==> src/rtl/map_view_pkg.sv <==
// Shared types and constants for the mode-7 view controller.
package map_view_pkg;

  typedef enum logic [1:0] {
    IDLE    = 2'd0,
    PENDING = 2'd1,
    COMMIT  = 2'd2
  } view_state_t;

  localparam int ANGLE_FULL = 360;
  localparam int COORD_W    = 16;
  localparam int MAG_W      = 16;

  // Folds a heading in 0..719 back into 0..359.
  function automatic logic [COORD_W-1:0] wrap_angle(input logic [COORD_W-1:0] a);
    return (a >= COORD_W'(ANGLE_FULL)) ? a - COORD_W'(ANGLE_FULL) : a;
  endfunction

endpackage

==> src/rtl/hold_repeat.sv <==
// Auto-repeat generator: pulses on the first held cycle, then every REPEAT_CYCLES while held.
module hold_repeat #(
  parameter int REPEAT_CYCLES = 100000
) (
  input  logic clk,
  input  logic rst,
  input  logic btn_in,
  output logic step_out
);

  localparam int CNT_W = (REPEAT_CYCLES > 1) ? $clog2(REPEAT_CYCLES) : 1;

  logic [CNT_W-1:0] cnt;

  assign step_out = btn_in && (cnt == '0);

  always_ff @(posedge clk) begin
    if (rst || !btn_in) begin
      cnt <= '0;
    end else if (cnt == CNT_W'(REPEAT_CYCLES - 1)) begin
      cnt <= '0;
    end else begin
      cnt <= cnt + 1'b1;
    end
  end

endmodule

==> src/rtl/map_view_ctrl.sv <==
// Frame-synchronous view controller: buffers game updates and button-driven plane magnitudes,
// publishing one coherent parameter set per frame.
module map_view_ctrl
  import map_view_pkg::*;
#(
  parameter int REPEAT_CYCLES = 100000,
  parameter int FAR_INIT      = 2,
  parameter int NEAR_INIT     = 0,
  parameter int MAG_MAX       = 255
) (
  input  logic               pixel_clk_in,
  input  logic               rst_in,
  input  logic               new_frame_in,
  input  logic               upd_valid_in,
  output logic               upd_ready_out,
  input  logic [COORD_W-1:0] ballx_in,
  input  logic [COORD_W-1:0] bally_in,
  input  logic [COORD_W-1:0] angle_in,
  input  logic [3:0]         change_in,
  output logic [COORD_W-1:0] ballx_out,
  output logic [COORD_W-1:0] bally_out,
  output logic [COORD_W-1:0] angle_out,
  output logic [MAG_W-1:0]   far_mag_out,
  output logic [MAG_W-1:0]   near_mag_out,
  output logic               frame_commit_out,
  output logic               err_angle_out
);

  view_state_t        state;
  logic [COORD_W-1:0] shadow_x, shadow_y, shadow_a;
  logic [MAG_W-1:0]   far_w, near_w, far_nx, near_nx;
  logic               far_step, near_step;
  logic               transfer, angle_ok;

  assign upd_ready_out = !rst_in && (state != COMMIT);
  assign transfer      = upd_valid_in && upd_ready_out;
  assign angle_ok      = angle_in < COORD_W'(2 * ANGLE_FULL);

  // One repeat counter per pair; the pair is "held" if either direction is pressed.
  hold_repeat #(.REPEAT_CYCLES(REPEAT_CYCLES)) u_far_rep (
    .clk     (pixel_clk_in),
    .rst     (rst_in),
    .btn_in  (change_in[0] | change_in[1]),
    .step_out(far_step)
  );

  hold_repeat #(.REPEAT_CYCLES(REPEAT_CYCLES)) u_near_rep (
    .clk     (pixel_clk_in),
    .rst     (rst_in),
    .btn_in  (change_in[2] | change_in[3]),
    .step_out(near_step)
  );

  // Near is bounded by the post-step far value so near <= far is never violated.
  always_comb begin
    far_nx  = far_w;
    near_nx = near_w;
    if (far_step) begin
      if (change_in[0]) begin
        if (far_w < MAG_W'(MAG_MAX)) far_nx = far_w + 1'b1;
      end else if (far_w > near_w) begin
        far_nx = far_w - 1'b1;
      end
    end
    if (near_step) begin
      if (change_in[2]) begin
        if (near_w < far_nx) near_nx = near_w + 1'b1;
      end else if (near_w != '0) begin
        near_nx = near_w - 1'b1;
      end
    end
  end

  always_ff @(posedge pixel_clk_in) begin
    if (rst_in) begin
      state            <= IDLE;
      shadow_x         <= '0;
      shadow_y         <= '0;
      shadow_a         <= '0;
      far_w            <= MAG_W'(FAR_INIT);
      near_w           <= MAG_W'(NEAR_INIT);
      ballx_out        <= '0;
      bally_out        <= '0;
      angle_out        <= '0;
      far_mag_out      <= MAG_W'(FAR_INIT);
      near_mag_out     <= MAG_W'(NEAR_INIT);
      frame_commit_out <= 1'b0;
      err_angle_out    <= 1'b0;
    end else begin
      far_w            <= far_nx;
      near_w           <= near_nx;
      frame_commit_out <= 1'b0;

      // Out-of-range headings complete the handshake but never reach the shadow.
      if (transfer && angle_ok) begin
        shadow_x <= ballx_in;
        shadow_y <= bally_in;
        shadow_a <= wrap_angle(angle_in);
      end
      if (transfer && !angle_ok) err_angle_out <= 1'b1;

      case (state)
        IDLE: begin
          if (new_frame_in)            state <= COMMIT;
          else if (transfer && angle_ok) state <= PENDING;
        end
        PENDING: begin
          if (new_frame_in) state <= COMMIT;
        end
        COMMIT: begin
          ballx_out        <= shadow_x;
          bally_out        <= shadow_y;
          angle_out        <= shadow_a;
          far_mag_out      <= far_w;
          near_mag_out     <= near_w;
          frame_commit_out <= 1'b1;
          state            <= IDLE;
        end
        default: state <= IDLE;
      endcase
    end
  end

endmodule
==> config.mk <==
export PLATFORM = sky130hd
export DESIGN_NAME = map_view_ctrl
export DESIGN_NICKNAME = d
export VERILOG_FILES = /design/src/rtl/map_view_pkg.sv /design/src/rtl/hold_repeat.sv /design/src/rtl/map_view_ctrl.sv
export SDC_FILE = /design/constraint.sdc
export NUM_CORES = 1
export LEC_CHECK = 0
export CORE_ASPECT_RATIO = 0.6
export CORE_MARGIN = 10
export CORE_UTILIZATION = 40
export DETAILED_ROUTE_END_ITERATION = 12
export GPL_ROUTABILITY_DRIVEN = 0
export PLACE_DENSITY = 0.64
export SYNTH_ARGS = -nofsm -noshare
export SYNTH_HDL_FRONTEND = slang
export SYNTH_SLANG_ARGS = --single-unit
==> constraint.sdc <==
create_clock -name pixel_clk_in -period 5.2 [get_ports pixel_clk_in]
set_clock_uncertainty 0.15 [all_clocks]
set_input_delay 1.04 -clock pixel_clk_in [delete_from_list [all_inputs] [get_ports pixel_clk_in]]
set_output_delay 1.04 -clock pixel_clk_in [all_outputs]
set_load 0.01 [all_outputs]
* Word level (Yosys, flattened, before mapping)
Index checks and enable logic that the tools add are counted.
** Storage, ports and cells
- Flip-flop bits (word level) :: 198
- Output and inout port bits :: 83
** Cells by class
- $add $sub $neg :: 7
- Magnitude comparators :: 5
- Equal/unequal tests :: 8
- Mux-type cells :: 13
- Bitwise logic cells :: 2
- Reductions and logical operators :: 21
** Operators by type and width (count)
- $mux 16 :: 8
- $add 17x1->17 const B :: 2
- $eq 17x17->1 const B :: 2
- $logic_not 17->1 :: 2
- $add 16x1->16 const B :: 2
- $sub 16x1->16 const B :: 2
- $ge 16x9->1 const B :: 1
- $gt 16x16->1 :: 1
- $lt 16x10->1 const B :: 1
- $lt 16x16->1 :: 1
- $lt 16x8->1 const B :: 1
- $reduce_bool 16->1 :: 1
- $sub 16x9->16 const B :: 1
- $logic_and 1x1->1 :: 6
- $mux 2 :: 3
- $logic_not 1->1 :: 4
- $ne 2x2->1 const B :: 2
- $pmux 2 s2 :: 1
- $reduce_or 2->1 :: 2
- $ne 3x3->1 const B :: 1
- $reduce_and 3->1 :: 1
- $eq 2x1->1 const B :: 1
- $eq 2x2->1 const B :: 1
- $logic_not 2->1 :: 1
- 6 further kinds :: 8

* Logic depth before layout (Yosys ltp)
- Depth in word-level cells :: 7
- Depth in mapped cells :: 22
- Mapped depth without buffers :: 20

* Modules after synthesis
From an unflattened synthesis, not the netlist that was laid out.
** Second synthesis, totals
- Cells, all modules :: 979
- Area, all modules :: 9016.1 sq um
** Modules (own cells, without submodules)
- map_view_ctrl :: times used 1, cells each 789, area an instance 7337.0 sq um
- hold_repeat :: times used 2, cells each 95, area an instance 839.6 sq um

* Least setup slack after synthesis
Ideal clock, no wire load.
- Path type :: in2reg
- Start point :: input port change_in[1]
- End point :: register near_w[11]
- Data arrival time :: 4437 ps
- Slack :: 485 ps
- Stages on the path :: 18
- Path through :: nor2_1 > or4_1 > nor3_1 > nand4b_1 > nor3_1 > xnor2_1 > ha_1 > a21o_1 > a21o_1 > a21oi_1 > nor2_1 > a2111oi_0 > o21ai_0 > a21oi_1 > buf_6 > buf_6 > mux2i_1 > nor2_1
** On the way
- Longest elaborated chain between the ends :: 6
** RTL lines
- from (decl) :: line map_view_ctrl.sv:19 : input logic [3:0] change_in,
- $or 1x1->1 :: line map_view_ctrl.sv:43 : .btn_in (change_in[0] | change_in[1]),
- $logic_and 1x1->1 :: line hold_repeat.sv:15 : assign step_out = btn_in && (cnt == '0);
- $mux 16 :: line map_view_ctrl.sv:58 : if (far_step) begin
- $lt 16x16->1 :: line map_view_ctrl.sv:67 : if (near_w < far_nx) near_nx = near_w + 1'b1;
- $ne 2x1->1 (no line)
- $reduce_and 3->1 (no line)
- to (signal assigned) :: line map_view_ctrl.sv:81 : near_w <= MAG_W'(NEAR_INIT);
- to (signal assigned) :: line map_view_ctrl.sv:91 : near_w <= near_nx;
- to (decl) :: line map_view_ctrl.sv:31 : logic [MAG_W-1:0] far_w, near_w, far_nx, near_nx;
No other way between the ends.
A chain may end at the register's enable or synchronous reset.

* Worst setup path after layout
- Start point :: input port change_in[0]
- End point :: register near_w[9]
** On the way
- Longest elaborated chain between the ends :: 6
** RTL lines (line)
- $or 1x1->1 :: map_view_ctrl.sv:43
- $logic_and 1x1->1 :: hold_repeat.sv:15
- $mux 16 (*) :: map_view_ctrl.sv:58
- $lt 16x16->1 (*) :: map_view_ctrl.sv:67
- $ne 2x1->1 (no line) (*)
- $reduce_and 3->1 (no line) (*)
Mark *: on every way between the ends. The rest lies on a longest branch, timed or not.

==> flow_summary.ini <==
[final_layout]
nets = 1212
area_growth_pct = 28.5
finalInstanceArea_um2 = 11200
diodes = 0
regArea_um2 = 3960
drive_gt1_share_pct = 8.16
stdcell_count = 1394
num-fill-cells = 1956
multi_input_area_um2 = 4490

[synthesis]
yosys.area.top_type_share_pct = 45.4
synth_area_leaders = dfxtp_1 45%, a22o_1 7.9%, ha_1 7.6%
synth_top_family_by_area = compound AO/OA/AOI/OAI gates
ys.flop_type = dfxtp_1
synthAdderAreaFrac_pct = 7.82
synth_edf_count = 0
synth_compound_area_share_pct = 18.4
syn_avg_cell_area_um2 = 9.16
synth_area_um2 = 8740
ys_seq_elements = 198
yosysTopAreaCell = dfxtp_1
synthDistinctLibCells = 56
yosys.area_share.simple_pct = 16.5
synth_fp_nets = 1064
ys.warnings.count = 0
synthMuxAreaShare_pct = 1.60
ys_async_sr_fraction_pct = 0
synth-xor-area-share_pct = 6.12
synthCells = 954
ys_seq_area_share_pct = 45.4

[floorplan]
io_pins = 139
die_h_um = 134
fp.dieW_um = 211
fp-row-count = 41
dieArea_um2 = 28300
initial_core_util_pct = 41.1
core_um2 = 21200

[timing]
relSlewSlack_pct = 29.6
maxSlewViolCount = 0
fmax_mhz = 204
hold_viol_final = 0
worstMarginPinSlew_ns = 1.05
rsz0062_at_grt = false
finalCritPeriodShare_pct = 94.1
setup_viol = 0
min_period_ns = 4.89
holdWs_ns = 0.304

[global_route]
grt_pass1_vias = 7032
antenna_found_initial = 0
grt_pass1_wl_mm = 38.2
grt_max_degree = 77
grt_usage_pct = 16.6
grt_remaining_overflow = 0

[clock_network]
clock-sinks = 198
holdBufCountCts = 0
clk-insertion-delay-late_ns = 0.44
clk_pin_slew_ns = 0.07
cts-root-buf = clkbuf_16
htree_levels = 4
cts_tree = yes
numCtsBuffers = 17
clockBufferDepth = 2

[drt]
wirelength_mm = 23.7
vias = 7355
drc_errors = 0
viasPerCell = 5.28
dr.first_iter.drc_count = 483
ant_nets = 0
first_pass_iters = 4
wl_per_cell_um = 17.0

[pwr]
p_switching_mw = 1.28
ir_worst_vdd_v = 0.000238
power_frac_seq_pct = 40.5
p_leak_nw = 4.30
p_per_area_nw_per_um2 = 362
combPwrFrac_pct = 27.0
p_int_mw = 2.78
p_total_mw = 4.06
switching_share_pct = 31.6
pwr-share-clk_pct = 32.5

[critical_path]
startpoint_type = input port
cp-end-kind = flop
crit_fanout = 19
worstPathRequired_ns = 5.35
cp.arrival_ns = 5.04
critPathKind = input port to flop

[placed_design]
post_dp_cell_area_um2 = 10600
port_buffers = 138
dp_cells = 1362
dp_hpwl_mm = 17.1

[flow_run]
drv_cap = 0

[min_path]
hold_path_class = flop to flop

[outcome]
status = finished clean
[per-layer routing]
metal,share of wire [%],vias up,track usage [%]
met2,42,165,24.2
met1,52,3477,23.9
met3,5.5,18,3.54
li1,-,3695,-
met5,0,-,0
met4,0.89,0,4.69
[per-stage QoR]
stage	setup slack, ns	util (%)	TNS [ns]
after floorplan	0.485	-	0
after global placement	0.0131	49.9	0
after detailed placement	-0.201	49.9	-2.60
after CTS	0.229	52.7	0
after global routing	0.00154	52.8	0
final	0.309	52.8	0
[layout by cell type (no fill, tap or decap), drive strengths merged, types with 16 or more instances in the layout]
cell type / n
dfxtp: 198
a22o: 79
ha: 53
xor2: 22
a21oi: 65
nor2: 105
nand3: 20
clkbuf: 19
buf: 40
o21ai: 17
nand2: 103
inv: 42
xnor2: 39
nand4: 16
clkdlybuf4s50: 137
[state kept, by name, summed over array words and instances, names as in the netlist]
| name | count |
|---|---|
| u_far_rep.cnt | 17 |
| shadow_y | 16 |
| bally_out | 16 |
| near_mag_out | 16 |
| near_w | 16 |
| far_w | 16 |
| err_angle_out | 1 |
| far_mag_out | 16 |
| u_near_rep.cnt | 17 |
| angle_out | 16 |
| ballx_out | 16 |
| shadow_a | 16 |
| shadow_x | 16 |
| frame_commit_out | 1 |
| state | 2 |
[worst paths after layout]
check          startpoint  slack [ns]  depth (start not counted)           to
max          change_in[0]        0.31                         20    near_w[9]
min           shadow_a[4]        0.30                          2  shadow_a[4]
max reg2reg    near_w[15]        0.39                         21    near_w[9]
min reg2reg   shadow_a[4]        0.30                          2  shadow_a[4]
[cell usage after synthesis (4+ instances only)]
| master | number |
|---|---|
| xnor2_1 | 39 |
| or3_1 | 8 |
| dfxtp_1 | 198 |
| mux2i_1 | 14 |
| inv_1 | 38 |
| and3_1 | 9 |
| nor3_1 | 14 |
| o21a_1 | 9 |
| nand2_1 | 103 |
| o21ai_0 | 17 |
| clkbuf_1 | 42 |
| o31ai_1 | 4 |
| nand3_1 | 20 |
| a21oi_1 | 65 |
| nand2b_1 | 6 |
| buf_6 | 4 |
| or4_1 | 4 |
| a21o_1 | 13 |
| nor4_1 | 14 |
| ha_1 | 53 |
| nor2_1 | 105 |
| a311oi_1 | 4 |
| a22o_1 | 79 |
| nand4_1 | 16 |
| o211ai_1 | 5 |
| a211oi_1 | 8 |
| xor2_1 | 22 |
[timing repair]
item / CTS / global route
endpoints found under the setup margin: 0 / 16
gates resized for setup: 0 / 8
buffers inserted: 0 / 0
[layout make-up]
type / count / area share [%]
Sequential cell: 198 / 35.3
Clock inverter: 13 / 1.28
Tap cell: 279 / 3.11
Multi-Input combinational cell: 670 / 40.0
Timing Repair Buffer: 177 / 15.1
Inverter: 38 / 1.27
Clock buffer: 19 / 3.95
[logic make-up (layout without fill, tap and decap cells)]
kind of cell / Yosys count / in the layout
mux: 14 / 14
flops: 198 / 198
xor+xnor: 61 / 61
compound gates: 225 / 225
simple gates: 316 / 316
buf+inv: 86 / 247
fa+ha+maj: 54 / 54
[worst max-delay path, stage by stage]
cell and delay (ns):
clkdlybuf4s50_1 0.48, nor2_1 0.08, or4_1 0.44, nor3_2 0.16, buf_4 0.14, nand4b_1 0.16, buf_4 0.20, nor4_1 0.23
buf_4 0.17, xnor2_1 0.14, ha_1 0.28, a21o_1 0.17, a21oi_1 0.16, nor2_1 0.07, a2111oi_2 0.34, o21ai_0 0.14
a21oi_2 0.19, buf_12 0.19, mux2i_1 0.21, nor2_1 0.07
[power groups by stage]
stage	Combinational (mW)	Clock (mW)	Sequential [mW]
2_1_floorplan	0.685	0	1.68
3_3_place_gp	1.03	0	1.68
3_5_place_dp	1.05	0	1.68
4_1_cts	1.05	1.37	1.65
5_1_grt	1.21	1.43	1.66
6_report	1.10	1.32	1.65
Note: power is estimated with default switching activity, not from simulation.
